[src/rtl/seg7_scan_reader.sv]
// Receive side of a multiplexed, active-low 7-segment display bus: synchronizes
// segments and digit enables, waits for a stable pattern and decodes it back to hex.
// Optional macro SEG7_READER_BLANK_EN treats an all-dark digit as a legal blank.
module seg7_scan_reader #(
    parameter int NUM_DIGITS    = 4,
    parameter int STABLE_CYCLES = 16,
    parameter int IDX_W         = 2
) (
    input  logic                    clk,
    input  logic                    rst_n,
    input  logic [7:0]              i_seg_n,
    input  logic [NUM_DIGITS-1:0]   i_dig_n,
    output logic                    o_cap_valid,
    output logic [IDX_W-1:0]        o_cap_digit,
    output logic [3:0]              o_cap_value,
    output logic                    o_cap_dp,
    output logic                    o_cap_err,
`ifdef SEG7_READER_BLANK_EN
    output logic                    o_cap_blank,
`endif
    output logic [4*NUM_DIGITS-1:0] o_digits,
    output logic                    o_frame_valid
);

    localparam int         S_W     = 8 + NUM_DIGITS;
    localparam logic [7:0] CNT_MAX = 8'(STABLE_CYCLES - 1);

    typedef enum logic [1:0] {
        SETTLE,
        EMIT,
        HOLD
    } state_t;

    logic [7:0]            r_segMeta;
    logic [7:0]            r_segSync;
    logic [NUM_DIGITS-1:0] r_digMeta;
    logic [NUM_DIGITS-1:0] r_digSync;
    logic [S_W-1:0]        r_prevS;
    logic [7:0]            r_cnt;
    state_t                r_state;
    state_t                w_stateNext;

    logic                    r_capValid;
    logic [IDX_W-1:0]        r_capDigit;
    logic [3:0]              r_capValue;
    logic                    r_capDp;
    logic                    r_capErr;
    logic [4*NUM_DIGITS-1:0] r_digits;
    logic [NUM_DIGITS-1:0]   r_seen;
    logic                    r_frameValid;

    logic [S_W-1:0]        w_S;
    logic                  w_changed;
    logic [NUM_DIGITS-1:0] w_digLow;
    logic                  w_oneHot;
    logic [IDX_W-1:0]      w_lowIdx;
    logic [6:0]            w_pattern;
    logic [3:0]            w_decValue;
    logic                  w_decErr;
    logic                  w_goEmit;
`ifdef SEG7_READER_BLANK_EN
    logic                  w_decBlank;
    logic                  r_capBlank;
`endif

    // Both buses are asynchronous to clk; idle (all high) is the safe reset value.
    always_ff @(posedge clk or negedge rst_n) begin
        if (!rst_n) begin
            r_segMeta <= '1;
            r_segSync <= '1;
            r_digMeta <= '1;
            r_digSync <= '1;
            r_prevS   <= '1;
        end else begin
            r_segMeta <= i_seg_n;
            r_segSync <= r_segMeta;
            r_digMeta <= i_dig_n;
            r_digSync <= r_digMeta;
            r_prevS   <= w_S;
        end
    end

    assign w_S       = {r_segSync, r_digSync};
    assign w_changed = (w_S != r_prevS);
    assign w_digLow  = ~r_digSync;
    assign w_oneHot  = (w_digLow != '0) && ((w_digLow & (w_digLow - NUM_DIGITS'(1))) == '0);
    assign w_pattern = ~r_segSync[6:0];

    always_comb begin
        w_lowIdx = '0;
        for (int i = NUM_DIGITS - 1; i >= 0; i--) begin
            if (w_digLow[i]) begin
                w_lowIdx = IDX_W'(i);
            end
        end
    end

    always_comb begin
        w_decValue = 4'h0;
        w_decErr   = 1'b0;
`ifdef SEG7_READER_BLANK_EN
        w_decBlank = 1'b0;
`endif
        case (w_pattern)
            7'h7E: w_decValue = 4'h0;
            7'h30: w_decValue = 4'h1;
            7'h6D: w_decValue = 4'h2;
            7'h79: w_decValue = 4'h3;
            7'h33: w_decValue = 4'h4;
            7'h5B: w_decValue = 4'h5;
            7'h5F: w_decValue = 4'h6;
            7'h70: w_decValue = 4'h7;
            7'h7F: w_decValue = 4'h8;
            7'h7B: w_decValue = 4'h9;
            7'h77: w_decValue = 4'hA;
            7'h1F: w_decValue = 4'hB;
            7'h4E: w_decValue = 4'hC;
            7'h3D: w_decValue = 4'hD;
            7'h4F: w_decValue = 4'hE;
            7'h47: w_decValue = 4'hF;
`ifdef SEG7_READER_BLANK_EN
            7'h00: w_decBlank = 1'b1;
`endif
            default: w_decErr = 1'b1;
        endcase
    end

    // Counts consecutive identical one-hot samples, saturating at the capture threshold.
    always_ff @(posedge clk or negedge rst_n) begin
        if (!rst_n) begin
            r_cnt <= 8'd0;
        end else if (w_changed || !w_oneHot) begin
            r_cnt <= 8'd0;
        end else if (r_cnt != CNT_MAX) begin
            r_cnt <= r_cnt + 8'd1;
        end
    end

    always_ff @(posedge clk or negedge rst_n) begin
        if (!rst_n) begin
            r_state <= SETTLE;
        end else begin
            r_state <= w_stateNext;
        end
    end

    // A saturated counter in HOLD means nothing has changed since the capture.
    always_comb begin
        w_stateNext = r_state;
        w_goEmit    = 1'b0;
        case (r_state)
            SETTLE: begin
                if (r_cnt == CNT_MAX && w_oneHot && !w_changed) begin
                    w_goEmit    = 1'b1;
                    w_stateNext = EMIT;
                end
            end
            EMIT: w_stateNext = HOLD;
            HOLD: begin
                if (w_changed || r_cnt != CNT_MAX) begin
                    w_stateNext = SETTLE;
                end
            end
            default: w_stateNext = SETTLE;
        endcase
    end

    always_ff @(posedge clk or negedge rst_n) begin
        if (!rst_n) begin
            r_capValid <= 1'b0;
            r_capDigit <= '0;
            r_capValue <= 4'h0;
            r_capDp    <= 1'b0;
            r_capErr   <= 1'b0;
`ifdef SEG7_READER_BLANK_EN
            r_capBlank <= 1'b0;
`endif
        end else begin
            r_capValid <= w_goEmit;
            if (w_goEmit) begin
                r_capDigit <= w_lowIdx;
                r_capValue <= w_decValue;
                r_capDp    <= ~r_segSync[7];
                r_capErr   <= w_decErr;
`ifdef SEG7_READER_BLANK_EN
                r_capBlank <= w_decBlank;
`endif
            end
        end
    end

    // The seen mask is complete during the EMIT cycle, so the frame pulse lands one cycle later.
    always_ff @(posedge clk or negedge rst_n) begin
        if (!rst_n) begin
            r_digits     <= '0;
            r_seen       <= '0;
            r_frameValid <= 1'b0;
        end else begin
            r_frameValid <= 1'b0;
            if (r_state == EMIT && (&r_seen)) begin
                r_frameValid <= 1'b1;
                r_seen       <= '0;
            end else if (w_goEmit && !w_decErr) begin
                r_seen[w_lowIdx] <= 1'b1;
`ifdef SEG7_READER_BLANK_EN
                if (!w_decBlank) begin
                    r_digits[{w_lowIdx, 2'b00} +: 4] <= w_decValue;
                end
`else
                r_digits[{w_lowIdx, 2'b00} +: 4] <= w_decValue;
`endif
            end
        end
    end

    assign o_cap_valid   = r_capValid;
    assign o_cap_digit   = r_capDigit;
    assign o_cap_value   = r_capValue;
    assign o_cap_dp      = r_capDp;
    assign o_cap_err     = r_capErr;
    assign o_digits      = r_digits;
    assign o_frame_valid = r_frameValid;
`ifdef SEG7_READER_BLANK_EN
    assign o_cap_blank   = r_capBlank;
`endif

endmodule

[config.mk]
export PLATFORM = sky130hd
export DESIGN_NAME = seg7_scan_reader
export DESIGN_NICKNAME = d
export VERILOG_FILES = /design/src/rtl/seg7_scan_reader.sv
export SDC_FILE = /design/constraint.sdc
export NUM_CORES = 1
export LEC_CHECK = 0
export CAP_MARGIN = 20
export CORE_ASPECT_RATIO = 0.75
export CORE_UTILIZATION = 30
export CTS_BUF_LIST = sky130_fd_sc_hd__clkbuf_4 sky130_fd_sc_hd__clkbuf_8
export CTS_CLUSTER_DIAMETER = 200
export CTS_CLUSTER_SIZE = 30
export DETAILED_ROUTE_END_ITERATION = 8
export HOLD_SLACK_MARGIN = 0.03
export PLACE_DENSITY = 0.49
export SYNTH_ARGS = -nofsm -noshare
export SYNTH_HDL_FRONTEND = slang
export SYNTH_SLANG_ARGS = --single-unit
[constraint.sdc]
create_clock -name clk -period 5.25 [get_ports clk]
set_input_delay 0.525 -clock clk [delete_from_list [all_inputs] [get_ports clk]]
set_output_delay 0.525 -clock clk [all_outputs]
set_load 0.1 [all_outputs]
==> results of run 1 <==
-- worst max-delay path: stages (launching register included) --
cell and delay, ns:
sky130_fd_sc_hd__dfstp_2 0.69, sky130_fd_sc_hd__xor2_1 0.13, sky130_fd_sc_hd__nor4_2 0.42, sky130_fd_sc_hd__o2111ai_4 0.31, sky130_fd_sc_hd__or4_1 0.84, sky130_fd_sc_hd__nand2_1 0.15, sky130_fd_sc_hd__o21ai_0 0.09
-- area by class of cell --
cell class | instances | area [µm²]
Multi-Input combinational cell | 183 | 1260
Tap cell | 136 | 170
Fill cell | 1041 | 6500
Clock buffer | 11 | 139
Timing Repair Buffer | 39 | 388
Clock inverter | 5 | 58.8
Inverter | 6 | 22.5
Sequential cell | 76 | 1950
-- placed cells by master, fill, tap and decap left out, types with 3 or more instances in the layout --
cell / synthesis / layout
sky130_fd_sc_hd__nand2b_1: 3 / 3
sky130_fd_sc_hd__nor3_1: 7 / 7
sky130_fd_sc_hd__nor4_2: 3 / 3
sky130_fd_sc_hd__dfstp_2: 36 / 36
sky130_fd_sc_hd__nand3_2: 4 / 4
sky130_fd_sc_hd__nand2_1: 25 / 25
sky130_fd_sc_hd__o21ai_2: 3 / 3
sky130_fd_sc_hd__xor2_1: 13 / 13
sky130_fd_sc_hd__ha_1: 7 / 7
sky130_fd_sc_hd__o21ai_0: 8 / 8
sky130_fd_sc_hd__o21ai_1: 3 / 3
sky130_fd_sc_hd__mux2_1: 3 / 3
sky130_fd_sc_hd__dfrtp_1: 40 / 40
sky130_fd_sc_hd__or3_1: 4 / 4
sky130_fd_sc_hd__nand3_1: 8 / 8
sky130_fd_sc_hd__and3_1: 3 / 3
sky130_fd_sc_hd__clkdlybuf4s50_1: 0 / 38
sky130_fd_sc_hd__inv_1: 6 / 6
sky130_fd_sc_hd__nor2_1: 33 / 33
sky130_fd_sc_hd__mux2_2: 13 / 13
sky130_fd_sc_hd__xnor2_1: 4 / 4
sky130_fd_sc_hd__clkbuf_8: 0 / 9
sky130_fd_sc_hd__a21oi_1: 5 / 5
-- cells by family (layout without fill, tap and decap cells) --
kind of cell	count (synthesis)	count (layout)	synth area share [%]
buffers and inverters	19	61	2.91
multiplexers	17	17	5.75
XOR/XNOR	17	17	4.50
adder cells (fa/ha/maj)	7	7	2.65
flip-flops	76	76	58.9
AO/OA/AOI/OAI	31	31	6.77
AND/OR/NAND/NOR	111	111	18.6
-- worst max path at each step --
stage	to	slack (ns)	cells after the start
6_report	o_cap_err	2.48	6
5_1_grt	o_cap_err	2.23	6
4_1_cts	o_cap_err	2.44	6
3_5_place_dp	o_cap_value[3]	2.45	6
3_3_place_gp	o_cap_err	2.54	6
2_1_floorplan	o_cap_value[2]	2.72	9
-- per-stage QoR --
step	cell area (µm²)	utilization, %	cells
after CTS	3990	38.0	456
after global routing	3990	38.0	456
final	3990	38.0	456
after floorplan	3310	-	278
after global placement	3790	36.2	440
after detailed placement	3790	36.2	440
-- state kept, by name (all words and copies together), names as in the netlist, 2 cells and up --
name	flops
r_seen	4
o_cap_value	4
r_digMeta	4
r_cnt	8
r_segSync	8
r_segMeta	8
o_digits	16
r_digSync	4
r_prevS	12
o_cap_digit	2
r_state	2
-- power by group --
group	internal, µW	switching [µW]	total, µW
sequential	611	17.8	629
combinational	24.8	36.5	61.3
clock	232	222	454
-- synth_stat cells (3+ instances only) --
cell type | instances | area (µm²)
sky130_fd_sc_hd__o21ai_2 | 3 | 26.3
sky130_fd_sc_hd__nand3_1 | 8 | 40.0
sky130_fd_sc_hd__and3_1 | 3 | 18.8
sky130_fd_sc_hd__nand3_2 | 4 | 40.0
sky130_fd_sc_hd__dfrtp_1 | 40 | 1000
sky130_fd_sc_hd__mux2_1 | 3 | 33.8
sky130_fd_sc_hd__o21ai_0 | 8 | 40.0
sky130_fd_sc_hd__dfstp_2 | 36 | 946
sky130_fd_sc_hd__o21ai_1 | 3 | 15.0
sky130_fd_sc_hd__nor3_1 | 7 | 35.0
sky130_fd_sc_hd__nand2_1 | 25 | 93.8
sky130_fd_sc_hd__inv_1 | 6 | 22.5
sky130_fd_sc_hd__nor2_1 | 33 | 124
sky130_fd_sc_hd__clkbuf_1 | 7 | 26.3
sky130_fd_sc_hd__or3_1 | 4 | 25.0
sky130_fd_sc_hd__a21oi_1 | 5 | 25.0
sky130_fd_sc_hd__nor4_2 | 3 | 37.5
sky130_fd_sc_hd__xnor2_1 | 4 | 35.0
sky130_fd_sc_hd__ha_1 | 7 | 87.6
sky130_fd_sc_hd__buf_6 | 3 | 33.8
sky130_fd_sc_hd__nand2b_1 | 3 | 18.8
sky130_fd_sc_hd__xor2_1 | 13 | 114
sky130_fd_sc_hd__mux2_2 | 13 | 146
-- per-layer routing --
metal  global-route usage, %  part of all wire [%]  vias to the layer above
met5                       0                     0                        -
met4                    5.72                   1.9                        0
met3                    4.25                   4.6                       12
met2                    16.7                    42                       47
met1                    18.5                    52                     1020
li1                        -                     -                     1023
==> metrics.txt, run 1 <==
# TYPE chip_impl_metric gauge
chip_impl_metric{name="worstMarginPinSlew",unit="ns"} 0.999
chip_impl_metric{name="path_clk_slew",unit="ns"} 0.08
chip_impl_metric{name="period_minus_slack",unit="ns"} 2.77
chip_impl_metric{name="grt_overflow",unit=""} 0
chip_impl_metric{name="count_of_nets_left_with_antenna_violations_after_detail_routing",unit=""} 0
chip_impl_metric{name="die_width",unit="µm"} 123
chip_impl_metric{name="post_cts.repair.setup_buffers",unit=""} 0
chip_impl_metric{name="finalWeightedCongestion",unit=""} 0.749
chip_impl_info{name="rsz0062_at_grt",value="false"} 1
chip_impl_metric{name="cp.required",unit="ns"} 5.47
chip_impl_metric{name="worstPathArrival",unit="ns"} 2.99
chip_impl_info{name="critical_path.reg2reg.endpoint",value="o_cap_err"} 1
chip_impl_info{name="status",value="complete, no violations"} 1
chip_impl_metric{name="clock_skew",unit="ns"} 0.00855
chip_impl_metric{name="postSynth.asyncResetShare",unit="%"} 100
chip_impl_metric{name="boundaryPins",unit=""} 40
chip_impl_metric{name="power-per-cell-area",unit="nW/µm²"} 287
chip_impl_metric{name="peak_vdd_ir",unit="µV"} 113
chip_impl_metric{name="synth_edf_count",unit=""} 0
chip_impl_metric{name="cts_hold_buf",unit=""} 0
chip_impl_metric{name="wirelength",unit="µm"} 6260
chip_impl_metric{name="grt_pass1_wl",unit="µm"} 10800
chip_impl_metric{name="floorplan.initialDensity",unit="%"} 31.5
chip_impl_metric{name="maxSlewHeadroom",unit="%"} 32.7
chip_impl_metric{name="clock_tree.htree_level_count",unit=""} 3
chip_impl_metric{name="post_synth_instance_area",unit="µm²"} 3310
chip_impl_metric{name="ys_ff_latch",unit=""} 76
chip_impl_metric{name="cts_made_buffers",unit=""} 9
chip_impl_metric{name="area_growth_syn_to_layout",unit="%"} 20.6
chip_impl_info{name="crit_start",value="r_segSync[5]"} 1
chip_impl_metric{name="num_antenna_cells",unit=""} 0
chip_impl_info{name="critPathKind",value="reg -> reg"} 1
chip_impl_metric{name="synth_seq_area_share",unit="%"} 58.9
chip_impl_metric{name="yosys_warnings",unit=""} 0
chip_impl_metric{name="placement.io_buffers",unit=""} 39
chip_impl_metric{name="design_power_total",unit="µW"} 1140
chip_impl_metric{name="drt_drc_violations_left",unit=""} 0
chip_impl_metric{name="detail_route.iter0.violations",unit=""} 105
chip_impl_metric{name="critPathMaxFanout",unit=""} 18
chip_impl_metric{name="num_vias",unit=""} 2102
chip_impl_metric{name="syn-mean-instance-area",unit="µm²"} 11.9
chip_impl_metric{name="max_freq",unit="MHz"} 362
chip_impl_metric{name="clk_latency",unit="ns"} 0.36
chip_impl_info{name="cp-end-kind",value="register"} 1
chip_impl_metric{name="dp_hpwl",unit="µm"} 4270
chip_impl_metric{name="cap_violations",unit=""} 0
chip_impl_metric{name="post_route_cells_drive_above_1_share",unit="%"} 25.9
chip_impl_metric{name="tritoncts_num_sinks",unit=""} 76
chip_impl_metric{name="postSynthNetCount",unit=""} 299
chip_impl_metric{name="postCtsResizedCells",unit=""} 0
chip_impl_info{name="worstSetupStartpointType",value="register"} 1
chip_impl_metric{name="placement_rows",unit=""} 32
chip_impl_metric{name="worst-r2r-cell-count",unit=""} 6
chip_impl_info{name="tritoncts",value="yes"} 1
chip_impl_metric{name="drt-pass1-iter-count",unit=""} 4
chip_impl_metric{name="chipHeight",unit="µm"} 92.9
chip_impl_metric{name="ctsLongestPathBuffers",unit=""} 2
chip_impl_metric{name="postLayoutSetupSlackWorst",unit="ns"} 2.48
chip_impl_metric{name="antenna_found_initial",unit=""} 0
chip_impl_metric{name="dpl_worst_slack",unit="ns"} 2.45
chip_impl_metric{name="grt_start_max_net_pins",unit=""} 77
chip_impl_metric{name="synth_instances",unit=""} 278
chip_impl_metric{name="core_region_area",unit="µm²"} 10500
chip_impl_metric{name="fin_crit_sh",unit="%"} 52.7
chip_impl_metric{name="finalSetupViolCount",unit=""} 0
chip_impl_info{name="root_buffer",value="sky130_fd_sc_hd__clkbuf_8"} 1
chip_impl_metric{name="synthDistinctLibCells",unit=""} 51
chip_impl_info{name="min_path_type",value="in -> async"} 1
chip_impl_info{name="worstReg2RegStart",value="r_segSync[5]"} 1
chip_impl_info{name="synth_ff_type",value="sky130_fd_sc_hd__dfrtp_1"} 1
chip_impl_metric{name="ff2ff_setup_slack",unit="ns"} 2.48
chip_impl_metric{name="avgViaCountPerCell",unit=""} 4.61
chip_impl_metric{name="die_area",unit="µm²"} 11500
chip_impl_metric{name="hold_violations",unit=""} 0
chip_impl_metric{name="grt_use_total",unit="%"} 12.7
chip_impl_metric{name="first_global_vias",unit=""} 2007
chip_impl_metric{name="final_net_count",unit=""} 336
chip_impl_metric{name="hold_slack",unit="ns"} 0.311
chip_impl_metric{name="wl_per_cell",unit="µm"} 13.7
chip_impl_metric{name="timing.setup.tns",unit="ns"} 0
chip_impl_metric{name="final_max_slew_viol_count",unit=""} 0
chip_impl_metric{name="leakage",unit="µW"} 0.00168
No activity file was read; power rests on OpenSTA's default activity.
==> run 2, diff against run 1 <==
- clock period: 5.25 -> 2.9 ns (I/O delays scaled with it)
==> metrics.txt, run 2 (same netlist as run 1, synthesis figures left out) <==
# TYPE chip_impl_metric gauge
chip_impl_info{name="crit_start",value="r_segSync[6]"} 1
chip_impl_metric{name="avgViaCountPerCell",unit=""} 4.61
chip_impl_metric{name="wirelength",unit="µm"} 6350
chip_impl_metric{name="wl_per_cell",unit="µm"} 13.8
chip_impl_metric{name="critPathMaxFanout",unit=""} 15
chip_impl_metric{name="fill_cells",unit=""} 1041
chip_impl_metric{name="drt-pass1-iter-count",unit=""} 4
chip_impl_metric{name="chipHeight",unit="µm"} 92.9
chip_impl_metric{name="ctsLongestPathBuffers",unit=""} 2
chip_impl_metric{name="floorplan.initialDensity",unit="%"} 31.5
chip_impl_metric{name="num_vias",unit=""} 2115
chip_impl_metric{name="grt_overflow",unit=""} 0
chip_impl_metric{name="placement.io_buffers",unit=""} 39
chip_impl_info{name="tritoncts",value="yes"} 1
chip_impl_info{name="root_buffer",value="sky130_fd_sc_hd__clkbuf_8"} 1
chip_impl_metric{name="cts_hold_buf",unit=""} 0
chip_impl_metric{name="dpl_worst_slack",unit="ns"} 0.213
chip_impl_metric{name="period_minus_slack",unit="ns"} 2.62
chip_impl_metric{name="postLayoutSetupSlackWorst",unit="ns"} 0.278
chip_impl_metric{name="final_max_slew_viol_count",unit=""} 0
chip_impl_info{name="final_cell_mix",value="sky130_fd_sc_hd__dfrtp_1, sky130_fd_sc_hd__dfstp_2, sky130_fd_sc_hd__nor2_1"} 1
chip_impl_metric{name="post_cts.repair.setup_buffers",unit=""} 0
chip_impl_info{name="worstSetupStartpointType",value="register"} 1
chip_impl_info{name="worstReg2RegStart",value="r_segSync[6]"} 1
chip_impl_metric{name="die_width",unit="µm"} 123
chip_impl_metric{name="worstMarginPinSlew",unit="ns"} 0.941
chip_impl_metric{name="grt_use_total",unit="%"} 12.7
chip_impl_metric{name="largest_register_ffs",unit=""} 16
chip_impl_metric{name="die_area",unit="µm²"} 11500
chip_impl_metric{name="fin_area",unit="µm²"} 3960
chip_impl_metric{name="postCtsResizedCells",unit=""} 0
chip_impl_metric{name="grt_start_max_net_pins",unit=""} 77
chip_impl_metric{name="max_freq",unit="MHz"} 381
chip_impl_metric{name="power-per-cell-area",unit="nW/µm²"} 536
chip_impl_metric{name="final_net_count",unit=""} 339
chip_impl_metric{name="area_growth_syn_to_layout",unit="%"} 19.8
chip_impl_info{name="critPathKind",value="reg -> reg"} 1
chip_impl_metric{name="path_clk_slew",unit="ns"} 0.08
chip_impl_metric{name="placement_rows",unit=""} 32
chip_impl_info{name="most_common_cell_after_layout_fill_and_taps_aside",value="sky130_fd_sc_hd__dfrtp_1"} 1
chip_impl_metric{name="worstPathArrival",unit="ns"} 2.85
chip_impl_metric{name="clk_latency",unit="ns"} 0.35
chip_impl_metric{name="cp.required",unit="ns"} 3.13
chip_impl_metric{name="drt_drc_violations_left",unit=""} 0
chip_impl_metric{name="finalSetupViolCount",unit=""} 0
chip_impl_metric{name="first_global_vias",unit=""} 2169
chip_impl_metric{name="postPlaceCellArea",unit="µm²"} 3750
chip_impl_metric{name="clock_tree.htree_level_count",unit=""} 3
chip_impl_metric{name="timing.setup.tns",unit="ns"} 0
chip_impl_metric{name="clock_skew",unit="ns"} 0.00741
chip_impl_metric{name="peak_vdd_ir",unit="µV"} 271
chip_impl_metric{name="dp_hpwl",unit="µm"} 4330
chip_impl_metric{name="boundaryPins",unit=""} 40
chip_impl_metric{name="grt_pass1_wl",unit="µm"} 10800
chip_impl_info{name="status",value="complete, no violations"} 1
chip_impl_metric{name="finalWeightedCongestion",unit=""} 0.731
chip_impl_metric{name="hold_violations",unit=""} 0
chip_impl_metric{name="count_of_nets_left_with_antenna_violations_after_detail_routing",unit=""} 0
chip_impl_metric{name="maxSlewHeadroom",unit="%"} 37.3
chip_impl_info{name="cp-end-kind",value="register"} 1
chip_impl_metric{name="cap_violations",unit=""} 0
chip_impl_metric{name="design_power_total",unit="µW"} 2120
chip_impl_metric{name="fin_crit_sh",unit="%"} 90.4
chip_impl_metric{name="num_antenna_cells",unit=""} 0
chip_impl_metric{name="core_region_area",unit="µm²"} 10500
chip_impl_metric{name="leakage",unit="µW"} 0.00175
chip_impl_metric{name="post_route_cells_drive_above_1_share",unit="%"} 34.7
chip_impl_metric{name="tritoncts_num_sinks",unit=""} 76
chip_impl_info{name="rsz0062_at_grt",value="false"} 1
chip_impl_metric{name="detail_route.iter0.violations",unit=""} 126
chip_impl_metric{name="antenna_found_initial",unit=""} 0
chip_impl_metric{name="cts_made_buffers",unit=""} 9
chip_impl_info{name="min_path_type",value="in -> async"} 1
-- run 2: cell count changes in the layout (fill, tap and decap cells not counted), sizes merged --
cell / change
clkdlybuf4s50: -26
buf: +29
clkbuf: -2
clkinvlp: -1
clkinv: +4
bufinv: +1
inv: -2
-- run 2: final cells by class --
type                            count  area [µm²]  area share, %
Tap cell                          136         170           4.29
Clock inverter                      7        90.1           2.27
Clock buffer                        9         124           3.13
Sequential cell                    76        1950           49.1
Multi-Input combinational cell    183        1260           31.9
Inverter                            6        22.5          0.568
Timing Repair Buffer               42         345           8.71
-- run 2: final timing paths --
| kind | cells past startpoint | slack, ns | end |
|---|---|---|---|
| max | 6 | 0.28 | o_digits[11] |
| min | 1 | 0.06 | r_cnt[3] |
| max reg2reg | 6 | 0.28 | o_digits[11] |
| min reg2reg | 0 | 0.35 | r_digSync[2] |
| max in group asynchronous | 1 | 2.21 | o_digits[9] |
| min in group clk | 1 | 0.34 | r_digMeta[1] |
-- run 2: through the flow --
stage          cells  util [%]  hold WS, ns
2_1_floorplan    278         -     -0.00559
3_3_place_gp     443      35.7        0.345
3_5_place_dp     443      35.7        0.347
4_1_cts          459      37.8        0.102
5_1_grt          459      37.8        0.121
6_report         459      37.8       0.0560
-- run 2: metal layers --
| layer | vias up | part of all wire, % | track usage [%] | wire length (µm) |
|---|---|---|---|---|
| met2 | 38 | 43 | 18.1 | 2740 |
| met3 | 5 | 4.2 | 4.62 | 269 |
| met4 | 0 | 0.90 | 3.92 | 57 |
| li1 | 1030 | - | - | - |
| met5 | - | 0 | 0 | 0 |
| met1 | 1042 | 52 | 17.6 | 3280 |
-- run 2: worst max-delay path, stage by stage (launching register included) --
cell and delay [ns]:
sky130_fd_sc_hd__dfstp_2 0.68, sky130_fd_sc_hd__xor2_1 0.13, sky130_fd_sc_hd__nor4_2 0.43, sky130_fd_sc_hd__o2111ai_4 0.22, sky130_fd_sc_hd__nor4_4 0.45, sky130_fd_sc_hd__nand3_2 0.23, sky130_fd_sc_hd__mux2_1 0.36
-- run 2: where the power goes --
group	internal (µW)	switching [µW]
Sequential	1110	32.4
Combinational	46.1	65.7
Clock	482	392
Total	1630	490
